$ cat src/rtl/system_x.sv
// system_x: evaluator for F = ~C & (~A | B), true for minterms 0, 2 and 6 of {A,B,C}.
//
// Parameters:
//   CNT_W      width of the saturating hit counter (2..32)
// Ports:
//   clk        rising-edge clock for all registered outputs
//   rst_n      asynchronous active-low reset
//   A, B, C    function inputs; A is the MSB of the minterm index
//   clear      synchronous clear of hit_count, priority over increment
//   F          combinational function value
//   F_q        F registered on clk
//   f_rise     one-cycle pulse after F_q goes 0->1
//   f_fall     one-cycle pulse after F_q goes 1->0
//   minterm    combinational {A,B,C}
//   hit_count  saturating count of rising edges that sampled F = 1
module system_x #(
  parameter int unsigned CNT_W = 16
) (
  input  logic             clk,
  input  logic             rst_n,
  input  logic             A,
  input  logic             B,
  input  logic             C,
  input  logic             clear,
  output logic             F,
  output logic             F_q,
  output logic             f_rise,
  output logic             f_fall,
  output logic [2:0]       minterm,
  output logic [CNT_W-1:0] hit_count
);

  logic prev;

  assign F       = ~C & (~A | B);
  assign minterm = {A, B, C};

  // Edge pulses compare the registered value against its one-cycle-old copy,
  // so they are glitch-free with respect to A/B/C.
  assign f_rise = F_q & ~prev;
  assign f_fall = ~F_q & prev;

  always_ff @(posedge clk or negedge rst_n) begin
    if (!rst_n) begin
      F_q  <= 1'b0;
      prev <= 1'b0;
    end else begin
      F_q  <= F;
      prev <= F_q;
    end
  end

  always_ff @(posedge clk or negedge rst_n) begin
    if (!rst_n) begin
      hit_count <= '0;
    end else if (clear) begin
      hit_count <= '0;
    end else if (F && (hit_count != '1)) begin
      hit_count <= hit_count + 1'b1;
    end
  end

endmodule

$ cat config.mk
export PLATFORM = sky130hd
export DESIGN_NAME = system_x
export DESIGN_NICKNAME = d
export VERILOG_FILES = /design/src/rtl/system_x.sv
export SDC_FILE = /design/constraint.sdc
export NUM_CORES = 1
export LEC_CHECK = 0
export BUFFER_PORTS_ARGS = -buffer_cell sky130_fd_sc_hd__buf_2
export CORE_MARGIN = 3
export CORE_UTILIZATION = 57
export CTS_BUF_LIST = sky130_fd_sc_hd__clkbuf_8
export CTS_CLUSTER_SIZE = 24
export DETAILED_ROUTE_END_ITERATION = 12
export PLACE_DENSITY = 0.85
export SYNTH_ARGS = -nofsm -noshare
export SYNTH_HDL_FRONTEND = slang
export SYNTH_SLANG_ARGS = --single-unit
$ cat constraint.sdc
create_clock -name clk -period 2.59 [get_ports clk]
set_input_delay 0.518 -clock clk [delete_from_list [all_inputs] [get_ports clk]]
set_output_delay 0.518 -clock clk [all_outputs]
set_load 0.005 [all_outputs]
Word level (Yosys, flattened, before mapping)
Cells that the tools add are included.
{ "totals": {"ff_bits": 18, "latch_bits": 0, "ram_bits": 0, "rom_bits": 0, "in_bits": 6, "out_inout_bits": 23, "wordCells": 17, "n_memories": 0} }
{ "op_classes": {"n_addsub": 1, "n_mul": 0, "div_mod_pow": 0, "order_cmp": 0, "eq_ne": 1, "shift": 0, "mux": 2, "bitwise": 8, "n_reduce_logical": 2} }
{ "op_table": {"columns": ["cell", "count"], "rows": [
  ["$mux 16", 2],
  ["$add 16x1->16 const B", 1],
  ["$ne 16x16->1 const B", 1],
  ["$not 1->1", 4],
  ["$and 1x1->1", 3],
  ["$reduce_bool 2->1", 1],
  ["$logic_and 1x1->1", 1],
  ["$or 1x1->1", 1]
]} }

Longest topological paths before layout
Gate-level depths: netlist of the first run.
{ "depth": {"depth_word": 6, "depth_mapped": 6, "mapped_depth_nobuf": 6} }

Worst setup path before layout of the first run
OpenSTA, ideal clock, no wires.
{ "synth_timing": {"path_kind": "input port to flip-flop", "start": "in A", "end": "reg hit_count[11]", "setup_ps": 127, "arrival_ps": 1556, "t_required_ps": 2463, "slack_ps": 907, "stages": 6, "path_buffers": 1, "path_cell_list": "nor2b_4 -> or3_1 -> buf_6 -> nor4_4 -> xnor2_1 -> nor2_1"} }
{ "synth_via": {"elab_chain_len": 5} }
{ "synth_lines": {"columns": ["item", "line", "rtl"], "rows": [
  ["start: declaration", "21", "input logic A,"],
  ["$not 1->1", "35", "assign F = ~C & (~A | B);"],
  ["$or 1x1->1", "35", null],
  ["$and 1x1->1", "35", null],
  ["$logic_and 1x1->1", "58", "end else if (F && (hit_count != '1)) begin"],
  ["$reduce_bool 2->1 (no line)", null, null],
  ["end signal: assignment", "59", "hit_count <= hit_count + 1'b1;"],
  ["end: declaration", "30", "output logic [CNT_W-1:0] hit_count"]
]} }
No other way between the ends.
A chain may end at the register's enable or synchronous reset.

Worst setup path in the final report of the first run
{ "layout_timing": {"start": "reg hit_count[0]", "end": "reg hit_count[6]"} }
{ "layout_via": {"elab_chain_len": 3, "elab_cells_between_ends": 6, "classes_between": "1 x add/sub; 1 x eq/ne; 2 x mux; 2 x reduce/logical"} }
{ "layout_lines": {"columns": ["item", "line"], "rows": [
  ["$add 16x1->16 / $ne 16x16->1 (equally long branches)", "59, 58"],
  ["$mux 16 / $logic_and 1x1->1 (equally long branches)", "58"],
  ["$mux 16 / $reduce_bool 2->1 (equally long branches)", null]
]} }
Several ways; a longest one is shown, not always the timed one. The select of a mux whose other input is x is not followed.

==> metrics.yaml, run 1 <==
run_status:
  status: "complete, no violations"
place:
  dp_hpwl_mm: 1.51
  placed_cells: 151
  dpl_cell_area_um2: 1200
  io_buffers: 28
  place_congestion: 0.804
clock_tree:
  cts-root-buf: "clkbuf_8"
  cts_sinks: 18
  clk_pin_slew_worst_paths_ns: 0.07
  clockBufferDepth: 2
  holdBufCountCts: 0
  cts_tree: "done"
  cts_resized: 0
  clk_latency_ns: 0.25
  cts-htree-levels: 1
  post_cts_buffers: 0
  cts_buffers: 3
timing:
  worstMarginPinSlew_ns: 0.467
  fin_crit_sh_pct: 71.9
  finClkSkew_ns: 0.00331
  rsz0062_at_grt: "false"
  slew_violations: 0
  setup_tns_ns: 0
  setup_viol: 0
  maxSlewHeadroom_pct: 68.7
  max_freq_mhz: 537
  finalHoldViolCount: 0
  min_period_ns: 1.86
grt:
  grt_pass1_vias: 826
  grt_pass1_wl_mm: 3.74
  antenna_found_initial: 0
  track_usage_pct: 19.9
  grt_overflow: 0
  grt_max_degree: 19
drt:
  top_layer_used: "met4"
  drtIter0Drc: 21
  vias: 852
  dr.pass1.iters: 4
  wl_met3_um: 98
  routed_wl_mm: 2.10
  wl_met1_mm: 1.04
  detail_route.wl_per_cell_um: 13.5
  drcViolationCount: 0
  drtAntennaViolNets: 0
  vias_per_cell: 5.50
  wl_met2_um: 946
yosys:
  synth_warnings: 0
  synth_edf_count: 0
  yosysUniqueCellTypes: 34
  postSynthCellCount: 104
  synth_fp_nets: 111
  async_flop_share_pct: 100
  synth_seq_area_share_pct: 42.2
  ys_ff_latch: 18
  avgSynthCellArea_um2: 10.3
  synthFlopType: "dfrtp_1"
  netlist_area_um2: 1070
finish:
  area_growth_pct: 17.3
  final_cell_area_um2: 1250
  nets: 138
  final_util_pct: 71.8
  n_antenna_cell: 0
  drive_above_1_share_pct: 33.1
  fillers: 133
  finalNonFillerCells: 155
floorplanning:
  die_h_um: 49.3
  die_w_um: 49.3
  die-area_um2: 2430
  initial_core_util_pct: 61.2
  fp-row-count: 15
  pin_count: 29
  core_area_um2: 1750
setup_path:
  critPathMaxStageDelay_ns: 0.40
  path_cells: "ha_1, nand2_1, nor3_2, o21ai_0, or3_1, a21oi_1"
  cpLargestDelayFamily: "simple AND/OR/NAND/NOR gates"
  rr_startpoint: "hit_count[0]"
  cp-start-kind: "register"
  worst_ep_arrival_time_ns: 2.04
  cp_slowest_cell: "dfrtp_1"
  critPathRequiredTime_ns: 2.77
  path_max_fanout: 7
  end_kind: "register"
  crit_type: "reg -> reg"
  crit_buf_inv: 0
  crit_start: "hit_count[0]"
hold_path:
  hold_path_class: "in -> async"
power:
  power_leakage_nw: 0.577
  p_total_mw: 0.552
  peakVddDrop_mv: 0.328
  power_density_nw_per_um2: 441
job:
  drv_cap: 0
[sequential cells by signal (all words and copies together), names as in the netlist]
name,count
F_q,1
hit_count,16
prev,1
[synthesized netlist by cell type (all sizes together) (2+ instances only)]
master / number / area, um^2
xnor2: 6 / 52.6
nor3: 7 / 56.3
nand2: 4 / 31.3
and4: 2 / 17.5
xor2: 3 / 26.3
nor2: 15 / 56.3
and2: 4 / 25.0
o21ai: 3 / 15.0
buf: 5 / 37.5
nor4b: 2 / 30.0
mux2i: 2 / 20.0
a21oi: 4 / 20.0
dfrtp: 18 / 450
nand3: 6 / 30.0
nand4: 6 / 43.8
or3: 3 / 18.8
nor2b: 3 / 26.3
nor4: 3 / 55.1
[worst reg2reg max path: stages, from the launching register on]
cell	delay, ns
dfrtp_1	0.40
ha_1	0.21
nand2_1	0.12
nor3_2	0.38
o21ai_0	0.20
or3_1	0.33
a21oi_1	0.15
[placed cells by master (no fill, tap or decap), types with 2 or more instances in the layout]
cell type and n:
buf_2 28, dfrtp_1 18, nor2_1 15, nand3_1 6, xnor2_1 6, nand4_1 5
and2_1 4, nor3_1 4, a21oi_1 4, clkbuf_8 4, nand2_1 3, xor2_1 3
or3_1 3, o21ai_0 3, nor2b_1 2, and4_1 2, nor3_2 2, nor4b_2 2
nor4_4 2, mux2i_1 2
[logic make-up after synthesis]
family                   share of synthesized area [%]
multiplexers                                      1.87
adder cells (fa/ha/maj)                           1.17
buffers and inverters                             4.21
XOR/XNOR                                          7.38
flip-flops                                        42.2
AO/OA/AOI/OAI                                     6.09
AND/OR/NAND/NOR                                   37.1
[stage by stage]
step	hold slack, ns	worst slack [ns]
finish	0.185	0.727
global route	0.208	0.563
CTS	0.200	0.740
detailed placement	0.417	0.650
global placement	0.396	0.662
floorplan	0.222	0.907
[layer usage]
metal	GRT usage (%)	up-vias
met4	9.48	0
met1	28.5	402
met3	3.06	2
li1	-	423
met5	0	-
met2	29.0	25
[power breakdown]
part           internal [mW]  total, mW  switching [mW]
Sequential             0.286      0.291         0.00469
Combinational         0.0158     0.0372          0.0214
Clock                  0.135      0.224          0.0895
[final cells by class]
class	count	area, um^2	share of cell area [%]
clock buffers	4	55.1	4.39
inverters	1	3.75	0.299
multi-input cells	79	573	45.7
flip-flops and latches	18	450	35.9
well taps	25	31.3	2.50
repair buffers	28	140	11.2
[worst paths after layout]
| path | end | cells after the start | slack [ns] |
|---|---|---|---|
| max | hit_count[6] | 6 | 0.73 |
| min | hit_count[13] | 1 | 0.19 |
| max reg2reg | hit_count[6] | 6 | 0.73 |
| min reg2reg | prev | 0 | 0.42 |
| max in group asynchronous | hit_count[3] | 1 | 2.12 |
| min in group clk | prev | 0 | 0.42 |
(Power assumes the default switching activity.)
==> run 2, diff against run 1 <==
--- a/config.mk
+++ b/config.mk
@@ -5,13 +5,14 @@
 export SDC_FILE = /design/constraint.sdc
 export NUM_CORES = 1
 export LEC_CHECK = 0
+export ABC_AREA = 1
 export BUFFER_PORTS_ARGS = -buffer_cell sky130_fd_sc_hd__buf_2
 export CORE_MARGIN = 3
-export CORE_UTILIZATION = 57
+export CORE_UTILIZATION = 54
 export CTS_BUF_LIST = sky130_fd_sc_hd__clkbuf_8
 export CTS_CLUSTER_SIZE = 24
 export DETAILED_ROUTE_END_ITERATION = 12
-export PLACE_DENSITY = 0.85
+export PLACE_DENSITY = 0.8
 export SYNTH_ARGS = -nofsm -noshare
 export SYNTH_HDL_FRONTEND = slang
 export SYNTH_SLANG_ARGS = --single-unit
==> constraint.sdc (replaced) <==
create_clock -name clk -period 1.8 [get_ports clk]
set_input_delay 0.36 -clock clk [delete_from_list [all_inputs] [get_ports clk]]
set_output_delay 0.36 -clock clk [all_outputs]
set_load 0.005 [all_outputs]
==> run 2 against run 1 <==
Effect of this change:
- core utilization decreased by 4.0 points
- register-to-register slack lost 0.56 ns
- die area increased by 11%
- largest power group unchanged
- sequential share of layout area shrank 2.4 points
- sequential power rose by 45%
- first-iteration DRC count rose by 24%
- area after synthesis grew 6.8%
- largest cell class unchanged
- clock-buffer cell count stayed put
- highest routed layer unchanged
- global-route usage grew 3.4 points
==> metrics.yaml, run 2 <==
finish:
  largest_reg_flops: 16  # unchanged
  multiInputGateArea_um2: 597  # +4.1%
  drive_above_1_share_pct: 23.3  # -9.8 points
  final_common_cell: "nand2_1"
  layout_common_cells: "nand2_1 (53), buf_2 (28), nor2_1 (21)"
  area_growth_pct: 17.9
  final_util_pct: 67.9  # -4.0 points
  n_antenna_cell: 0  # unchanged
  seqCellArea_um2: 450  # unchanged
  reg_top3: "hit_count: 16 flops, F_q: 1 flops, prev: 1 flops"
  nets: 197  # +43%
  fillers: 177  # +33%
  top_register: "hit_count"
  finalNonFillerCells: 216  # +39%
clock_tree:
  clockBufferDepth: 2  # unchanged
  cts_sinks: 18  # unchanged
  cts_buffers: 3  # unchanged
  holdBufCountCts: 0  # unchanged
  cts-root-buf: "clkbuf_8"
  cts-htree-levels: 1  # unchanged
  post_cts_buffers: 0  # unchanged
  clk_pin_slew_worst_paths_ns: 0.07  # about the same
  cts_tree: "done"
  clk_latency_ns: 0.26  # about the same
timing:
  worstMarginPinSlew_ns: 0.417  # -0.0503 ns
  finalHoldViolCount: 0  # unchanged
  min_period_ns: 1.64  # -0.225 ns
  slew_violations: 0  # unchanged
  finClkSkew_ns: 0.00188  # -0.00143 ns
  max_freq_mhz: 611  # +14%
  maxSlewHeadroom_pct: 72.2  # +3.5 points
  fin_crit_sh_pct: 91.0  # +19 points
  setup_viol: 0  # unchanged
  setup_tns_ns: 0  # unchanged
  rsz0062_at_grt: "false"
  layout_setup_ws_ns: 0.162  # -0.565 ns
yosys:
  async_flop_share_pct: 100  # unchanged
  netlist_area_um2: 1140  # +6.8%
  synth_edf_count: 0  # unchanged
  synth_fp_nets: 169  # +52%
  synthFlopType: "dfrtp_1"
  avgSynthCellArea_um2: 7.04  # -31%
  postSynthCellCount: 162  # +56%
  synth_seq_area_share_pct: 39.5  # -2.7 points
  synth_largest_area_cell: "dfrtp_1"
  ys_ff_latch: 18  # unchanged
  synth_warnings: 0  # unchanged
  synth_top_area_share_pct: 39.5  # -2.7 points
  synth_area_leaders: "dfrtp_1 (39%), nand2_1 (17%), nand3_1 (7.5%)"
  yosysUniqueCellTypes: 21  # -38%
  synth_most_common_cell: "nand2_1"
  synth.top_cells.by_count: "nand2_1 (53), nor2_1 (22), dfrtp_1 (18)"
floorplanning:
  die_w_um: 52.0  # +5.4%
  pin_count: 29  # unchanged
  die_h_um: 52.0  # +5.4%
  core_area_um2: 1980  # +14%
  die-area_um2: 2700  # +11%
  fp-row-count: 16  # +1
  initial_core_util_pct: 57.6  # -3.6 points
drt:
  drtAntennaViolNets: 0  # unchanged
  routed_wl_mm: 2.74  # +31%
  dr.pass1.iters: 4  # unchanged
  drtIter0Drc: 26  # +24%
  drcViolationCount: 0  # unchanged
  vias: 1152  # +35%
  detail_route.wl_per_cell_um: 12.7  # -6.2%
  vias_per_cell: 5.33  # -3.0%
setup_path:
  cp_slowest_cell: "dfrtp_1"
  ff2ff_path_depth: 9  # +3
  cpMostUsedCell: "nand2_1"
  endpoint: "hit_count[7]"
  critPathMaxStageDelay_ns: 0.42  # +0.02 ns
  path_cells: "ha_2, nand2_1, nor2_4, nand2_2, nor2_4, o21ai_4, inv_6, nand2_1, nand2_1"
  critPathRequiredTime_ns: 2.00  # -0.77 ns
  path_max_fanout: 14  # +7
  timing.rr.end: "hit_count[7]"
  rr_startpoint: "hit_count[1]"
  r2r_slack_ns: 0.16  # -0.56 ns
  crit_type: "reg -> reg"
  end_kind: "register"
  crit_start: "hit_count[1]"
  cp-start-kind: "register"
  worst_ep_arrival_time_ns: 1.84  # -0.20 ns
run_status:
  status: "complete, no violations"
power:
  power_density_nw_per_um2: 630  # +43%
  seqPwrFrac_pct: 49.9  # -2.7 points
  power.switching_mw: 0.212  # +83%
  power_leakage_nw: 0.698  # +21%
  clkPwrFrac_pct: 40.8  # +0.2 points
  internal-power_mw: 0.635  # +45%
  peakVddDrop_mv: 0.467  # +43%
  p_total_mw: 0.847  # +53%
  sw_frac_of_total_pct: 25.0  # +4.1 points
  pwr-share-comb_pct: 9.3  # +2.6 points
place:
  io_buffers: 28  # unchanged
  dp_slack_ns: -0.0346  # -0.684 ns
  dp_hpwl_mm: 2.07  # +37%
  placed_cells: 212  # +40%
  place_congestion: 0.871  # +8.2%
job:
  drv_cap: 0  # unchanged
grt:
  antenna_found_initial: 0  # unchanged
  grt_pass1_vias: 1093  # +32%
  grt_pass1_wl_mm: 4.76  # +27%
  track_usage_pct: 23.3  # +3.4 points
  grt_max_degree: 19  # unchanged
  grt_overflow: 0  # unchanged
hold_path:
  hold_path_class: "in -> async"
## run 2: cell count changes after synthesis, sizes merged, moves of 3 or more
cell    before  now
nor4         3    0
and2         4    0
nor2b        3    0
o21bai       0    3
or3          3    0
nand3        6   17
nor2        15   25
nor3         7    0
nand2        4   54
inv          1   17
xnor2        6    0
## run 2: per-layer routing
metal / up-vias / routed length, um / global-route usage [%]
li1: 571 / - / -
met5: - / 0 / 0
met2: 39 / 1390 / 40.2
met4: 0 / 44 / 8.73
met1: 535 / 1150 / 28.6
met3: 7 / 154 / 4.01
## run 2: area by class of cell
| class | count | share of cell area, % |
|---|---|---|
| well taps | 27 | 2.51 |
| inverters | 17 | 5.12 |
| clock buffers | 4 | 4.09 |
| repair buffers | 28 | 10.4 |
| multi-input cells | 122 | 44.4 |
| flip-flops and latches | 18 | 33.5 |
## run 2: cell families (layout without fill, tap and decap cells)
family | Yosys count | after routing | synth area share (%)
AO/OA/AOI/OAI | 13 | 13 | 7.35
XOR/XNOR | 3 | 3 | 2.30
adder cells (fa/ha/maj) | 1 | 1 | 1.10
buffers and inverters | 22 | 49 | 9.10
flip-flops | 18 | 18 | 39.5
AND/OR/NAND/NOR | 105 | 105 | 40.7
## run 2: critical path: cells and delay by family (launching register included)
kind / cells / cell delay, ns
simple gates: 6 / 0.67
flops: 1 / 0.42
fa+ha+maj: 1 / 0.23
buf+inv: 1 / 0.14
compound gates: 1 / 0.13
## run 2: how the worst min path moves through the flow
| stage | startpoint | to | slack [ns] |
|---|---|---|---|
| 4_1_cts | rst_n | hit_count[5] | 0.04 |
| 3_5_place_dp | rst_n | hit_count[2] | 0.32 |
| 2_1_floorplan | rst_n | F_q | 0.06 |
| 6_report | rst_n | hit_count[13] | 0.02 |
| 5_1_grt | rst_n | hit_count[2] | 0.05 |
| 3_3_place_gp | rst_n | hit_count[2] | 0.31 |
## run 2: what timing repair did
item | in CTS | in global routing
endpoints found under the setup margin | 9 | 8
cloned | 0 | 0
resized for setup | 1 | 3
## run 2: power groups by stage
| stage | sequential [mW] | clock [mW] | combinational [mW] |
|---|---|---|---|
| after detailed placement | 0.430 | 0 | 0.0779 |
| after global routing | 0.425 | 0.360 | 0.0891 |
| final | 0.422 | 0.346 | 0.0791 |
| after floorplan | 0.430 | 0 | 0.0455 |
| after CTS | 0.422 | 0.349 | 0.0786 |
| after global placement | 0.429 | 0 | 0.0757 |
## run 2: metrics by stage
stage	cell area (um^2)	hold WS, ns
2_1_floorplan	1140	0.0644
3_3_place_gp	1280	0.309
3_5_place_dp	1280	0.320
4_1_cts	1340	0.0400
5_1_grt	1350	0.0535
6_report	1350	0.0238
==> run 3, diff against run 2 <==
--- a/config.mk
+++ b/config.mk
@@ -12,6 +12,8 @@
 export CTS_BUF_LIST = sky130_fd_sc_hd__clkbuf_8
 export CTS_CLUSTER_SIZE = 24
 export DETAILED_ROUTE_END_ITERATION = 12
+export GPL_TIMING_DRIVEN = 0
+export MAX_ROUTING_LAYER = met4
 export PLACE_DENSITY = 0.8
 export SYNTH_ARGS = -nofsm -noshare
 export SYNTH_HDL_FRONTEND = slang
==> constraint.sdc (replaced) <==
create_clock -name clk -period 1.8 [get_ports clk]
set_input_delay 0.18 -clock clk [delete_from_list [all_inputs] [get_ports clk]]
set_output_delay 0.18 -clock clk [all_outputs]
set_load 0.005 [all_outputs]
==> run 3 against run 2 <==
Effect of this change:
- sequential share of layout area shrank 1.5 points
- register-to-register slack lost 0.05 ns
- critical path depth up 1
- die area unchanged
- design area rose by 4.8%
- total power increased by 1.5%
==> metrics.yaml, run 3 (synthesized netlist as in run 2, its figures left out) <==
timing:
  finalHoldViolCount: 0  # unchanged
  worstMarginPinSlew_ns: 0.435  # +0.0185 ns
  setup_viol: 0  # unchanged
  finClkSkew_ns: 0.00128  # -0.000606 ns
  layout_setup_ws_ns: 0.114  # -0.0484 ns
  fin_crit_sh_pct: 93.7  # +2.7 points
  min_period_ns: 1.69  # +0.0484 ns
  rsz0062_at_grt: "false"
  max_freq_mhz: 593  # -2.9%
  slew_violations: 0  # unchanged
  maxSlewHeadroom_pct: 71.0  # -1.3 points
  whs_ns: 0.110  # +0.0866 ns
clock_tree:
  clk_latency_ns: 0.26  # about the same
  clk_pin_slew_worst_paths_ns: 0.07  # about the same
  cts_tree: "done"
  cts_sinks: 18  # unchanged
  cts-root-buf: "clkbuf_8"
  clockBufferDepth: 2  # unchanged
  cts-htree-levels: 1  # unchanged
  cts_buffers: 3  # unchanged
drt:
  wl_met1_mm: 1.26  # +9.8%
  top_layer_used: "met4"
  vias: 1203  # +4.4%
  drtIter0Drc: 31  # +19%
  wl_met3_um: 106  # -31%
  routed_wl_mm: 2.79  # +1.5%
  detail_route.wl_per_cell_um: 12.4  # -2.6%
  drcViolationCount: 0  # unchanged
  vias_per_cell: 5.35  # +0.25%
  dr.pass1.iters: 4  # unchanged
  wl_met2_mm: 1.36  # -2.7%
  drtAntennaViolNets: 0  # unchanged
power:
  peakVddDrop_mv: 0.490  # +5.0%
  clkPwrFrac_pct: 40.2  # -0.6 points
  power_density_nw_per_um2: 610  # -3.2%
  pwr-share-comb_pct: 10.7  # +1.4 points
  seqPwrFrac_pct: 49.1  # -0.8 points
  power.switching_mw: 0.214  # +0.69%
  sw_frac_of_total_pct: 24.8  # -0.20 points
  power_leakage_nw: 0.742  # +6.4%
  internal-power_mw: 0.646  # +1.8%
finish:
  reg_top3: "hit_count: 16 flops, F_q: 1 flops, prev: 1 flops"
  finalNonFillerCells: 225  # +4.2%
  top_register: "hit_count"
  final_common_cell: "nand2_1"
  area_growth_pct: 23.6
  n_antenna_cell: 0  # unchanged
  nets: 206  # +4.6%
  layout_common_cells: "nand2_1 (52), buf_2 (27), nor2_1 (21)"
  largest_reg_flops: 16  # unchanged
  final_cell_area_um2: 1410  # +4.8%
  drive_above_1_share_pct: 25.8  # +2.5 points
grt:
  grt_overflow: 0  # unchanged
  grt_pass1_wl_mm: 4.67  # -1.9%
  grt_pass1_vias: 1064  # -2.7%
  grt_max_degree: 19  # unchanged
  antenna_found_initial: 0  # unchanged
  track_usage_pct: 23.8  # +0.52 points
hold_path:
  hold_path_class: "in -> reg"
  hold_depth: 2
setup_path:
  critPathRequiredTime_ns: 1.95  # -0.05 ns
  crit_type: "reg -> reg"
  path_cells: "ha_1, nand2_2, nor2_4, nand2_2, nor2_4, o21ai_4, inv_4, buf_6, nand2_1, nand2_1"
  worst_ep_arrival_time_ns: 1.84  # about the same
  ff2ff_path_depth: 10  # +1
  cp_slowest_cell: "dfrtp_1"
  crit_buf_inv: 2  # +1
  cp-start-kind: "register"
  path_max_fanout: 10  # -4
  critPathMaxStageDelay_ns: 0.42  # about the same
  cp.depth: 10  # +1
  end_kind: "register"
  cpLargestDelayFamily: "simple AND/OR/NAND/NOR gates"
place:
  place_congestion: 0.872  # +0.13%
  placed_cells: 216  # +1.9%
  dpl_cell_area_um2: 1310  # +2.5%
  dp_hpwl_mm: 1.99  # -3.9%
  dp_slack_ns: -0.0705  # -0.0359 ns
  io_buffers: 27  # -3.6%
floorplanning:
  die-area_um2: 2700  # unchanged
  die_h_um: 52.0  # unchanged
  initial_core_util_pct: 57.6  # unchanged
  core_area_um2: 1980  # unchanged
  fp-row-count: 16  # unchanged
  die_w_um: 52.0  # unchanged
  pin_count: 29  # unchanged
job:
  drv_cap: 0  # unchanged
run_status:
  status: "complete, no violations"
==> run 3: what timing repair did <==
item	in CTS	in global routing
setup endpoints to repair	10	10
hold endpoints to repair	18	0
buffers inserted	0	4
gates cloned	0	0
gates resized for setup	1	1
hold buffers	1	0
pin swaps	0	2
==> run 3: through the flow <==
step                      setup TNS [ns]  total power, mW  util, %
after detailed placement          -0.260            0.515     66.1
after CTS                              0            0.861     69.5
final                                  0            0.859     71.1
after global routing                   0            0.891     71.1
after floorplan                        0            0.475        -
after global placement           -0.0910            0.512     66.1
==> run 3: path summary, 6_finish.rpt <==
check                        startpoint            end  slack (ns)
min in group asynchronous         rst_n   hit_count[3]        0.38
hold / removal                        C            F_q        0.11
setup / recovery           hit_count[0]  hit_count[12]        0.11
hold reg to reg                     F_q           prev        0.43
setup reg to reg           hit_count[0]  hit_count[12]        0.11
max in group asynchronous         rst_n   hit_count[6]        1.12
==> run 3: worst register-to-register path, stage by stage (launching register included) <==
cell	delay (ns)
dfrtp_1	0.42
ha_1	0.26
nand2_2	0.12
nor2_4	0.05
nand2_2	0.10
nor2_4	0.06
o21ai_4	0.24
inv_4	0.08
buf_6	0.15
nand2_1	0.06
nand2_1	0.06
==> run 3: layout make-up <==
class / count / area (um^2)
multi-input combinational: 122 / 592
fill: 174 / 572
sequential: 18 / 450
timing repair buffer: 32 / 175
inverter: 17 / 66.3
clock buffer: 4 / 55.1
buffer: 5 / 37.5
tap: 27 / 33.8
==> run 3: power by group through the flow <==
| stage | clock (mW) | sequential [mW] | combinational [mW] |
|---|---|---|---|
| after detailed placement | 0 | 0.430 | 0.0848 |
| after floorplan | 0 | 0.430 | 0.0455 |
| after global routing | 0.364 | 0.424 | 0.103 |
| final | 0.345 | 0.422 | 0.0920 |
| after CTS | 0.352 | 0.422 | 0.0874 |
| after global placement | 0 | 0.429 | 0.0826 |
==> run 3: metal layers <==
layer	vias to the layer above	GRT usage (%)
met5	-	-
met4	0	12.2
met3	4	3.15
met2	31	37.2
met1	578	30.0
li1	590	-
